$ cat src/rtl/serial_adder.sv
// Bit-serial adder: {carry_out, sum} = a + b + carry_in, one bit per clock, LSB first.
// One full_adder cell does the arithmetic; the running carry lives in carry_q.

// Single-bit full adder cell shared by the serial datapath.
module full_adder (
  input  logic a_i,
  input  logic b_i,
  input  logic c_i,
  output logic sum_o,
  output logic carry_o
);

  // Plain combinational sum and carry.
  always_comb begin
    sum_o   = a_i ^ b_i ^ c_i;
    carry_o = (a_i & b_i) | (c_i & (a_i ^ b_i));
  end

endmodule

// state | meaning
// IDLE  | waiting for operands, in_ready=1
// RUN   | shifting one bit per cycle through the full adder, WIDTH cycles
// OUT   | result presented, held until out_ready
module serial_adder #(
  parameter int WIDTH = 8
) (
  input  logic             clk,
  input  logic             rst_n,
  input  logic             in_valid,
  output logic             in_ready,
  input  logic [WIDTH-1:0] a,
  input  logic [WIDTH-1:0] b,
  input  logic             carry_in,
  output logic             out_valid,
  input  logic             out_ready,
  output logic [WIDTH-1:0] sum,
  output logic             carry_out,
  output logic             busy
);

  localparam int CW = $clog2(WIDTH + 1);
  localparam logic [CW-1:0] LAST_BIT = CW'(WIDTH - 1);

  typedef enum logic [1:0] {
    S_IDLE = 2'd0,
    S_RUN  = 2'd1,
    S_OUT  = 2'd2
  } state_t;

  state_t           state_q;
  logic [WIDTH-1:0] a_sh_q;
  logic [WIDTH-1:0] b_sh_q;
  logic [WIDTH-1:0] sum_sh_q;
  logic [WIDTH-1:0] sum_sh_d;
  logic [WIDTH-1:0] sum_q;
  logic             carry_q;
  logic             cout_q;
  logic [CW-1:0]    cnt_q;
  logic             in_ready_q;
  logic             out_valid_q;
  logic             busy_q;
  logic             fa_sum;
  logic             fa_carry;

  full_adder u_fa (
    .a_i     (a_sh_q[0]),
    .b_i     (b_sh_q[0]),
    .c_i     (carry_q),
    .sum_o   (fa_sum),
    .carry_o (fa_carry)
  );

  // New sum bit enters at the MSB so that after WIDTH shifts bit 0 sits at the LSB.
  always_comb begin
    sum_sh_d = WIDTH'({fa_sum, sum_sh_q} >> 1);
  end

  // Sequencing FSM with registered handshake outputs; reset wins over any handshake.
  always_ff @(posedge clk) begin
    if (!rst_n) begin
      state_q     <= S_IDLE;
      a_sh_q      <= '0;
      b_sh_q      <= '0;
      sum_sh_q    <= '0;
      sum_q       <= '0;
      carry_q     <= 1'b0;
      cout_q      <= 1'b0;
      cnt_q       <= '0;
      in_ready_q  <= 1'b1;
      out_valid_q <= 1'b0;
      busy_q      <= 1'b0;
    end else begin
      case (state_q)
        S_IDLE: begin
          if (in_valid) begin
            a_sh_q     <= a;
            b_sh_q     <= b;
            carry_q    <= carry_in;
            sum_sh_q   <= '0;
            cnt_q      <= '0;
            state_q    <= S_RUN;
            in_ready_q <= 1'b0;
            busy_q     <= 1'b1;
          end
        end
        S_RUN: begin
          sum_sh_q <= sum_sh_d;
          carry_q  <= fa_carry;
          a_sh_q   <= a_sh_q >> 1;
          b_sh_q   <= b_sh_q >> 1;
          cnt_q    <= cnt_q + CW'(1);
          // Result is latched separately so it stays put through IDLE and the next RUN.
          if (cnt_q == LAST_BIT) begin
            sum_q       <= sum_sh_d;
            cout_q      <= fa_carry;
            state_q     <= S_OUT;
            out_valid_q <= 1'b1;
          end
        end
        S_OUT: begin
          if (out_ready) begin
            state_q     <= S_IDLE;
            out_valid_q <= 1'b0;
            in_ready_q  <= 1'b1;
            busy_q      <= 1'b0;
          end
        end
        default: begin
          state_q     <= S_IDLE;
          out_valid_q <= 1'b0;
          in_ready_q  <= 1'b1;
          busy_q      <= 1'b0;
        end
      endcase
    end
  end

  assign in_ready  = in_ready_q;
  assign out_valid = out_valid_q;
  assign busy      = busy_q;
  assign sum       = sum_q;
  assign carry_out = cout_q;

endmodule
$ cat config.mk
export PLATFORM = sky130hd
export DESIGN_NAME = serial_adder
export DESIGN_NICKNAME = d
export VERILOG_FILES = /design/src/rtl/serial_adder.sv
export SDC_FILE = /design/constraint.sdc
export NUM_CORES = 1
export LEC_CHECK = 0
export ABC_AREA = 1
export CORE_MARGIN = 2
export CORE_UTILIZATION = 54
export DETAILED_ROUTE_END_ITERATION = 8
export GPL_TIMING_DRIVEN = 0
export PLACE_DENSITY = 0.93
export SLEW_MARGIN = 20
export SYNTH_ARGS = -nofsm -noshare
export SYNTH_HDL_FRONTEND = slang
export SYNTH_HIERARCHICAL = 1
export SYNTH_SLANG_ARGS = --single-unit
export TNS_END_PERCENT = 5
$ cat constraint.sdc
create_clock -name clk -period 2.05 [get_ports clk]
set_input_delay 0.615 -clock clk [delete_from_list [all_inputs] [get_ports clk]]
set_output_delay 0.615 -clock clk [all_outputs]
set_load 0.05 [all_outputs]
==> results.sh <==
export IMPL_run_status="completed"
export IMPL_vdd_ir_drop_max_uv=582
export IMPL_swShare=0.273
export IMPL_timing_fmax_mhz=542
export IMPL_finalWorstPathRequiredPeriod_ns=1.85
export IMPL_worstReg2RegEnd="sum[6]$_SDFFE_PN0P_"
export IMPL_grt_remaining_overflow=0
export IMPL_preCtsSetupSlack_ns=0.312
export IMPL_drt_drc_violations_left=0
export IMPL_highest_fanout_seen_on_the_critical_path=2
export IMPL_worst_path_buf_inv=1
export IMPL_place_congestion=0.835
export IMPL_grt_util_all_layers=0.220
export IMPL_yosysWarnings=6
export IMPL_port_buffer_count=30
export IMPL_initial_core_util=0.557
export IMPL_synth_most_common_cell="sky130_fd_sc_hd__nand2_1"
export IMPL_cts_max_path_buffers=2
export IMPL_clk_skew_ns=0.0107
export IMPL_drtPass1Iterations=4
export IMPL_synthArstFlopShare=0
export IMPL_postSynthNetCount=284
export IMPL_cts_inserted_buffers=5
export IMPL_finalSetupTns_ns=0
export IMPL_synth_enable_flop_cells=0
export IMPL_drt_iter0_drc=90
export IMPL_fill_cells=310
export IMPL_holdCritStartpoint="out_valid$_SDFFE_PN0P_"
export IMPL_synthDominantCellAreaShare=0.456
export IMPL_setup_viols_final=0
export IMPL_vias=1744
export IMPL_synth_top_cells_by_count="sky130_fd_sc_hd__nand2_1 (64), sky130_fd_sc_hd__nand3_1 (51), sky130_fd_sc_hd__dfxtp_1 (42), sky130_fd_sc_hd__nor2_1 (33), sky130_fd_sc_hd__inv_1 (23)"
export IMPL_timing_worst_slew_pin_value_ns=0.495
export IMPL_timing_critical_path_slowest_cell_delay_ns=0.52
export IMPL_p_switching_mw=0.415
export IMPL_power_sequential_fraction=0.570
export IMPL_min_delay_path_depth=2
export IMPL_critPathLaunchType="register"
export IMPL_worst_r2r_setup_slack_ns=0.51
export IMPL_cellInternalPower_mw=1.10
export IMPL_num_rows=21
export IMPL_required_ns=1.43
export IMPL_ys_seq_area_frac=0.456
export IMPL_num_nets_final=321
export IMPL_synth_compound_gate_area_share=0.0557
export IMPL_timing_critical_path_slowest_stage_cell="sky130_fd_sc_hd__dlygate4sd2_1"
export IMPL_synth_cell_type_count=17
export IMPL_synth_top_family_by_area="simple AND/OR/NAND/NOR gates"
export IMPL_detail_route_wirelength_um=4000
export IMPL_post_dp_cell_area_sq_mm=0.00220
export IMPL_postLayoutCellArea_sq_mm=0.00225
export IMPL_design_core_area_sq_mm=0.00331
export IMPL_design_portCount=33
export IMPL_cellPowerDensity_mw_per_mm2=676
export IMPL_drtAntennaViolNets=0
export IMPL_antennaDiodeCount=0
export IMPL_timing_final_ws_setup_ns=0.204
export IMPL_antenna_violations_before_repair=0
export IMPL_hold_buffers=0
export IMPL_final_hold_viol_count=0
export IMPL_die_height_um=62.4
export IMPL_first_global_vias=1576
export IMPL_grt_max_degree=13
export IMPL_cts_root_buffer_cell="sky130_fd_sc_hd__clkbuf_4"
export IMPL_post_synth_cell_area_avg_sq_um=7.06
export IMPL_timing_slew_headroom=0.670
export IMPL_clock_tree_htree_level_count=2
export IMPL_multiplexer_share_of_the_synthesized_area=0
export IMPL_routed_via_density=5.06
export IMPL_hold_path_endpoint="out_valid$_SDFFE_PN0P_"
export IMPL_critPathArrivalTime_ns=1.23
export IMPL_post_route_period_util=0.900
export IMPL_tritoncts="built"
export IMPL_die_area_sq_mm=0.00390
export IMPL_sinks_on_the_clock_net=42
export IMPL_postSynthRegisterBits=42
export IMPL_crit_path_cell_trace="dlygate4sd2_1"
export IMPL_die_width_um=62.4
export IMPL_cpLargestDelayFamily="buffers and inverters"
export IMPL_post_synth_inst_count=261
export IMPL_synth_largest_area_cell="sky130_fd_sc_hd__dfxtp_1"
export IMPL_skew_pair_late_insertion_delay_ns=0.36
export IMPL_timing_worst_setup_path_type="register to primary output"
export IMPL_synth_simple_area_share=0.379
export IMPL_timing_hold_worst_class="register to register"
export IMPL_cell_count_of_the_worst_reg_to_reg_path=7
export IMPL_synth_area_sq_mm=0.00184
export IMPL_synth_fa_ha_area_frac=0.0177
export IMPL_avgRoutedWirePerCell_um=11.6
export IMPL_maxSlewViolCount=0
export IMPL_drive_above_1_share=0.0702
export IMPL_synth_xor_area_frac=0
export IMPL_synthTopCellsByArea="sky130_fd_sc_hd__dfxtp_1 (46%), sky130_fd_sc_hd__nand3_1 (14%), sky130_fd_sc_hd__nand2_1 (13%)"
export IMPL_critical_r2r_launch="cnt_q[0]$_SDFFE_PN0P_"
export IMPL_static_leakage_power_nw=1.06
export IMPL_rsz_0062_raised_after_global_routing="false"
export IMPL_pwr_share_comb=0.143
export IMPL_area_growth_syn_to_layout_pct=21.9
export IMPL_hpwl_detailed_um=2790
export IMPL_synth_ff_type="sky130_fd_sc_hd__dfxtp_1"
export IMPL_max_cap_viol_count=0
export IMPL_clock_power_share=0.287
export IMPL_first_pass_grt_wire_length_um=6880
export IMPL_critical_path_endpoint_type="primary output"
export IMPL_cts_clk_slew_worst_paths_ns=0.13
[worst max-delay path by stage]
stage	from	end	slack, ns	cells past startpoint
2_1_floorplan	in_valid	b_sh_q[1]$_SDFFE_PN0P_	0.68	7
3_3_place_gp	busy$_SDFFE_PN0P_	busy	0.32	1
3_5_place_dp	sum[5]$_SDFFE_PN0P_	sum[5]	0.31	1
4_1_cts	sum[5]$_SDFFE_PN0P_	sum[5]	0.18	1
5_1_grt	sum[2]$_SDFFE_PN0P_	sum[2]	0.14	1
6_report	sum[3]$_SDFFE_PN0P_	sum[3]	0.20	1
[layout make-up]
type | instances | area [sq um] | share of cell area
Timing Repair Buffer | 30 | 285 | 0.127
Clock inverter | 1 | 5.00 | 0.00223
Sequential cell | 42 | 841 | 0.374
Buffer | 15 | 78.8 | 0.0351
Tap cell | 46 | 57.6 | 0.0256
Multi-Input combinational cell | 180 | 833 | 0.371
Inverter | 24 | 90.1 | 0.0401
Clock buffer | 7 | 55.1 | 0.0245
[per-layer routing]
layer,global-route usage,part of all wire,vias up
met2,0.382,0.49,55
li1,-,-,905
met3,0.0541,0.054,6
met1,0.265,0.45,778
met5,0,0,-
met4,0.0750,0.011,0
[placed cells by master, fill, tap and decap left out, drive strengths merged]
master and n:
ha 1, dfxtp 42, o21ai 4, a21oi 15
dlygate4sd2 12, inv 24, nand3b 9, nand2 64
clkinv 1, nor2 34, fa 1, clkbuf 9
o21a 1, buf 13, nand3 51, clkdlybuf4s50 18
[stage by stage]
step	std cells	util	hold WS, ns	power, mW
after floorplan	261	-	0.447	1.02
after global placement	337	0.665	0.453	1.09
after detailed placement	337	0.665	0.458	1.10
after CTS	345	0.678	0.471	1.52
after global routing	345	0.678	0.510	1.59
final	345	0.678	0.469	1.52
[what timing repair did]
item / 4_1_cts / 5_1_grt
gates resized for setup: 12 / 0
setup buffers: 0 / 0
setup endpoints to repair: 12 / 0
[power by group through the flow]
stage	clock network, mW	logic, mW	registers (mW)
floorplan	0	0.130	0.891
global placement	0	0.213	0.882
detailed placement	0	0.218	0.883
CTS	0.437	0.217	0.864
global route	0.477	0.242	0.869
finish	0.435	0.217	0.865
[cell families after synthesis]
family / Yosys count
AO/OA/AOI/OAI: 20
adder cells (fa/ha/maj): 2
buffers and inverters: 39
flip-flops: 42
AND/OR/NAND/NOR: 158
[state kept, by name, summed over array words and instances (netlist names)]
register / cells
busy: 1
state_q: 2
in_ready: 1
cnt_q: 4
out_valid: 1
b_sh_q: 8
sum: 8
sum_sh_q: 7
carry_out: 1
a_sh_q: 8
carry_q: 1
No activity file was read; power rests on OpenSTA's default activity.
